<file path="config.mk">
export PLATFORM = sky130hd
export DESIGN_NAME = sprite_writer_flat
export DESIGN_NICKNAME = d
export VERILOG_FILES = /design/src/rtl/sprite_pkg.sv /design/src/rtl/sprite_writer_if.sv /design/src/rtl/sprite_writer.sv /design/src/flat_wrapper.sv
export SDC_FILE = /design/constraint.sdc
export NUM_CORES = 1
export LEC_CHECK = 0
export CAP_MARGIN = 5
export CORE_ASPECT_RATIO = 0.7
export CORE_UTILIZATION = 45
export CTS_BUF_LIST = sky130_fd_sc_hd__clkbuf_4 sky130_fd_sc_hd__clkbuf_8
export CTS_CLUSTER_DIAMETER = 60
export CTS_CLUSTER_SIZE = 12
export DETAILED_ROUTE_END_ITERATION = 10
export DONT_BUFFER_PORTS = 1
export PLACE_DENSITY = 0.72
export SYNTH_ARGS = -nofsm -noshare
export SYNTH_HDL_FRONTEND = slang
export SYNTH_SLANG_ARGS = --single-unit
export TNS_END_PERCENT = 100
</file>
<file path="constraint.sdc">
create_clock -name clk -period 3.2 [get_ports clk]
set_input_delay 0.64 -clock clk [delete_from_list [all_inputs] [get_ports clk]]
set_output_delay 0.64 -clock clk [all_outputs]
set_load 0.02 [all_outputs]
</file>
<file path="src/rtl/sprite_pkg.sv">
// Shared sprite geometry and writer state encoding; also imported by the sprite renderer.
package sprite_pkg;

  localparam int unsigned SPR_IDW      = 6;
  localparam int unsigned SPR_ADDRW    = 10;
  localparam int unsigned PIX_W        = 4;
  localparam int unsigned PIX_PER_WORD = 8;
  localparam int unsigned WORD_W       = PIX_W * PIX_PER_WORD;
  localparam int unsigned NIB_W        = $clog2(PIX_PER_WORD);
  localparam int unsigned SPR_DEPTH    = 1 << SPR_ADDRW;

  localparam logic [SPR_IDW-1:0] SPR_NONE = '0;

  typedef enum logic [1:0] {
    IDLE,
    WAIT_WORD,
    UNPACK,
    DONE
  } wr_state_e;

endpackage

</file>
<file path="src/rtl/sprite_writer_if.sv">
// Host-side command/data stream into the sprite writer.
interface sprite_writer_if;
  import sprite_pkg::*;

  logic                 cmd_valid;
  logic                 cmd_ready;
  logic [SPR_IDW-1:0]   cmd_sprite;
  logic                 data_valid;
  logic                 data_ready;
  logic [WORD_W-1:0]    data_word;
  logic                 abort;

  modport master (
    output cmd_valid, cmd_sprite, data_valid, data_word, abort,
    input  cmd_ready, data_ready
  );

  modport slave (
    input  cmd_valid, cmd_sprite, data_valid, data_word, abort,
    output cmd_ready, data_ready
  );

endinterface

</file>
<file path="src/rtl/sprite_writer.sv">
// Unpacks host words of 8 packed pixels into one 4-bit sprite RAM write per cycle.
module sprite_writer
  import sprite_pkg::*;
(
  input  logic                 clk,
  input  logic                 reset,
  sprite_writer_if.slave       host,
  output logic                 wr_en,
  output logic [SPR_IDW-1:0]   wr_sprite,
  output logic [SPR_ADDRW-1:0] wr_addr,
  output logic [PIX_W-1:0]     wr_data,
  output logic                 busy,
  output logic                 done,
  output logic                 err
);

  localparam logic [NIB_W-1:0] NIB_LAST = NIB_W'(PIX_PER_WORD - 1);

  wr_state_e            state;
  logic [SPR_ADDRW-1:0] cnt;
  logic [WORD_W-1:0]    shift;
  logic [NIB_W-1:0]     nib;

  assign host.cmd_ready  = (state == IDLE);
  assign host.data_ready = (state == WAIT_WORD);

  // cnt always points one past the address on wr_addr, so cnt==0 while showing nibble 7 means 1023 was the last pixel.
  always_ff @(posedge clk) begin
    if (reset) begin
      state     <= IDLE;
      cnt       <= '0;
      shift     <= '0;
      nib       <= '0;
      wr_en     <= 1'b0;
      wr_sprite <= '0;
      wr_addr   <= '0;
      wr_data   <= '0;
      busy      <= 1'b0;
      done      <= 1'b0;
      err       <= 1'b0;
    end else begin
      wr_en <= 1'b0;
      done  <= 1'b0;
      err   <= 1'b0;
      if (state != IDLE && host.abort) begin
        state <= IDLE;
        busy  <= 1'b0;
      end else begin
        case (state)
          IDLE: begin
            if (host.cmd_valid) begin
              if (host.cmd_sprite != SPR_NONE) begin
                wr_sprite <= host.cmd_sprite;
                cnt       <= '0;
                busy      <= 1'b1;
                state     <= WAIT_WORD;
              end else begin
                err <= 1'b1;
              end
            end
          end
          WAIT_WORD: begin
            if (host.data_valid) begin
              wr_en   <= 1'b1;
              wr_addr <= cnt;
              wr_data <= host.data_word[PIX_W-1:0];
              shift   <= host.data_word >> PIX_W;
              cnt     <= cnt + SPR_ADDRW'(1);
              nib     <= '0;
              state   <= UNPACK;
            end
          end
          UNPACK: begin
            if (nib == NIB_LAST) begin
              done  <= (cnt == '0);
              state <= (cnt == '0) ? DONE : WAIT_WORD;
            end else begin
              wr_en   <= 1'b1;
              wr_addr <= cnt;
              wr_data <= shift[PIX_W-1:0];
              shift   <= shift >> PIX_W;
              cnt     <= cnt + SPR_ADDRW'(1);
              nib     <= nib + NIB_W'(1);
            end
          end
          DONE: begin
            busy  <= 1'b0;
            state <= IDLE;
          end
          default: state <= IDLE;
        endcase
      end
    end
  end

endmodule

</file>
<file path="src/flat_wrapper.sv">
// flat-port wrapper written by rule: the top's interface ports become plain ports
module sprite_writer_flat import sprite_pkg::*;
  (clk, reset, wr_en, wr_sprite, wr_addr, wr_data, busy, done, err, host_cmd_valid, host_cmd_sprite, host_data_valid, host_data_word, host_abort, host_cmd_ready, host_data_ready);
  sprite_writer_if host_i ();
  input  logic clk;
  input  logic reset;
  output logic wr_en;
  output logic [SPR_IDW-1:0] wr_sprite;
  output logic [SPR_ADDRW-1:0] wr_addr;
  output logic [PIX_W-1:0] wr_data;
  output logic busy;
  output logic done;
  output logic err;
  input wire logic [$bits(host_i.cmd_valid)-1:0] host_cmd_valid;
  input wire logic [$bits(host_i.cmd_sprite)-1:0] host_cmd_sprite;
  input wire logic [$bits(host_i.data_valid)-1:0] host_data_valid;
  input wire logic [$bits(host_i.data_word)-1:0] host_data_word;
  input wire logic [$bits(host_i.abort)-1:0] host_abort;
  output wire logic [$bits(host_i.cmd_ready)-1:0] host_cmd_ready;
  output wire logic [$bits(host_i.data_ready)-1:0] host_data_ready;
  assign host_i.cmd_valid = host_cmd_valid;
  assign host_i.cmd_sprite = host_cmd_sprite;
  assign host_i.data_valid = host_data_valid;
  assign host_i.data_word = host_data_word;
  assign host_i.abort = host_abort;
  assign host_cmd_ready = host_i.cmd_ready;
  assign host_data_ready = host_i.data_ready;
  sprite_writer u_core (.clk(clk), .reset(reset), .host(host_i), .wr_en(wr_en), .wr_sprite(wr_sprite), .wr_addr(wr_addr), .wr_data(wr_data), .busy(busy), .done(done), .err(err));
endmodule
</file>
==> flow_metrics.py <==
metrics = {
    "floorplanning": {
        "start_util_pct": 46.4,
        "die_y_um": 71.8,
        "die-area_um2": 7310,
        "placementRows": 25,
        "die_x_um": 102,
        "coreArea_um2": 6760,
        "io_pins": 69,
    },
    "yosys": {
        "synth_area_um2": 3130,
        "yosys-top-cells-area": "dfxtp_1 (43%), mux2i_1 (10%), a211oi_1 (6.9%)",
        "syn_nets": 397,
        "ys.flop_type": "dfxtp_1",
        "netlist.top_cell.by_area": "dfxtp_1",
        "ys_seq_area_share_pct": 42.8,
        "syn_area_per_cell_um2": 9.11,
        "synth_common_cells": "dfxtp_1 (67), nor2_1 (38), nand2_1 (36)",
        "async_flop_share_pct": 0,
        "synth_top_area_share_pct": 42.8,
        "yosysMostFrequentCell": "dfxtp_1",
        "synth_edf_count": 0,
        "yosysUniqueCellTypes": 40,
        "synth_seq_cells": 67,
        "ys_warn_count": 0,
        "synthCells": 344,
    },
    "route": {
        "wl_per_cell_um": 16.0,
        "via_per_inst": 5.76,
        "ant_nets": 0,
        "drtIter0Drc": 131,
        "dr.pass1.iters": 4,
        "via_count": 2496,
        "routed_wirelength_mm": 6.95,
        "drc_errors": 0,
    },
    "final_layout": {
        "drive_above_1_share_pct": 7.08,
        "diodes": 0,
        "final_cells": 433,
        "nets": 387,
        "syn_to_final_growth_pct": 7.78,
        "fin_util_pct": 50.0,
    },
    "cts": {
        "cts_setup_buffers": 0,
        "clockRootBuffer": "clkbuf_8",
        "clk_pin_slew_ns": 0.07,
        "cts_resized": 0,
        "clock_sinks": 67,
        "clk_latency_ns": 0.34,
        "numCtsBuffers": 9,
        "clock_path_buffers": 2,
        "cts_tree": "built",
        "postCtsHoldBufs": 0,
        "h-tree-depth": 3,
    },
    "timing": {
        "fin_crit_sh_pct": 78.7,
        "maxSlewHeadroom_pct": 57.2,
        "final_max_slew_viol_count": 0,
        "fin_crit_ns": 2.52,
        "setup_viol": 0,
        "fin_worst_skew_ns": 0.00704,
        "worstMarginPinSlew_ns": 0.641,
        "whs_ns": 0.371,
        "rsz0062_at_grt": "false",
        "fin_setup_tns_ns": 0,
        "fmax_ghz": 0.397,
        "final_hold_viol_count": 0,
    },
    "placed_design": {
        "dp_cells": 417,
        "hpwl_mm": 4.84,
        "portBuffers": 0,
        "gp_routability_congestion": 0.840,
    },
    "hold_path": {
        "hp-class": "input port to register",
        "holdPathStages": 1,
    },
    "setup_path": {
        "r2r_cells": 7,
        "path_class": "register to register",
        "cp-end-kind": "register",
        "start_kind": "register",
        "worst_ep_required_time_ns": 3.45,
        "critPathMaxFanout": 66,
        "crit_arrival_ns": 2.77,
    },
    "status": {
        "status": "finished, final reports clean",
    },
    "pwr": {
        "leakage_nw": 1.12,
        "p_total_w": 0.00322,
        "vdd_drop_max_mv": 0.379,
        "powerDensity_nw_per_um2": 953,
    },
    "grt": {
        "grtUsageTotal_pct": 20.0,
        "grt_pass1_wl_mm": 11.3,
        "grt_pass1_vias": 2297,
        "antenna_found_initial": 0,
        "grt_max_degree": 67,
        "grt_overflow_total": 0,
    },
    "run": {
        "max_cap_violations": 0,
    },
}
==> registers in the layout, summed over array words and instances (netlist names) <==
name              count
u_core.shift         28
u_core.cnt           10
u_core.wr_addr       10
u_core.wr_sprite      6
u_core.wr_data        4
u_core.nib            3
u_core.state          2
u_core.busy           1
u_core.done           1
u_core.err            1
u_core.wr_en          1
==> critical path, stage by stage, from the launching register on <==
cell and delay, ns:
dfxtp_1 0.35, inv_1 0.16, ha_1 0.46, nor2b_1 0.24, a2111oi_4 0.31, buf_4 0.56
nor2_1 0.08, a211oi_1 0.24
==> path summary, 6_finish.rpt <==
path | from | endpoint | slack, ns
min reg2reg | u_core.shift[20]$_SDFFE_PP0P_ | u_core.shift[20]$_SDFFE_PP0P_ | 0.50
min | reset | u_core.cnt[0]$_SDFFE_PP0P_ | 0.37
max | u_core.state[1]$_SDFFE_PP0P_ | u_core.shift[17]$_SDFFE_PP0P_ | 0.68
max reg2reg | u_core.state[1]$_SDFFE_PP0P_ | u_core.shift[17]$_SDFFE_PP0P_ | 0.68
==> metal layers <==
layer | track usage [%] | vias to the layer above | part of all wire [%]
li1 | - | 1245 | -
met1 | 27.7 | 1176 | 49
met2 | 28.9 | 69 | 43
met3 | 7.71 | 6 | 7.5
met4 | 4.99 | 0 | 0.69
met5 | 0 | - | 0
==> cell type report <==
type / instances / area [um2]
fill: 653 / 3380
multi-input combinational: 248 / 1660
sequential: 67 / 1340
clock buffer: 10 / 131
tap: 94 / 118
clock inverter: 6 / 90.1
inverter: 6 / 22.5
timing repair buffer: 2 / 15.0
==> cells in the final DEF, fill, tap and decap left out, drive strengths merged, types with 4 or more instances in the layout <==
cell type	instances
nor3	10
a21oi	21
a211oi	29
dfxtp	67
nand3	14
o21ai	9
a32o	8
ha	10
nor4	6
nand2	36
a22oi	4
nor2	38
mux2i	32
inv	6
clkbuf	10
==> through the flow <==
step                instance area [um2]  setup slack [ns]
floorplan                          3130              1.13
global placement                   3160             0.857
detailed placement                 3160             0.700
CTS                                3380             0.686
global route                       3380             0.410
finish                             3380             0.682
==> power breakdown <==
part	total, W	leakage (nW)	switching [W]	internal [W]
combinational	0.00120	0.464	0.000761	0.000434
sequential	0.00125	0.546	0.000189	0.00106
clock	0.000775	0.110	0.000326	0.000448
==> cells by family (layout without fill, tap and decap cells) <==
group           count (synthesis)  in the layout  share of synthesized area, %
fa+ha+maj                      10             10                          3.99
mux                            32             32                          10.2
flops                          67             67                          42.8
compound gates                 86             86                          21.2
simple gates                  120            120                          17.5
buf+inv                        29             24                          4.31
(Power assumes the default switching activity.)
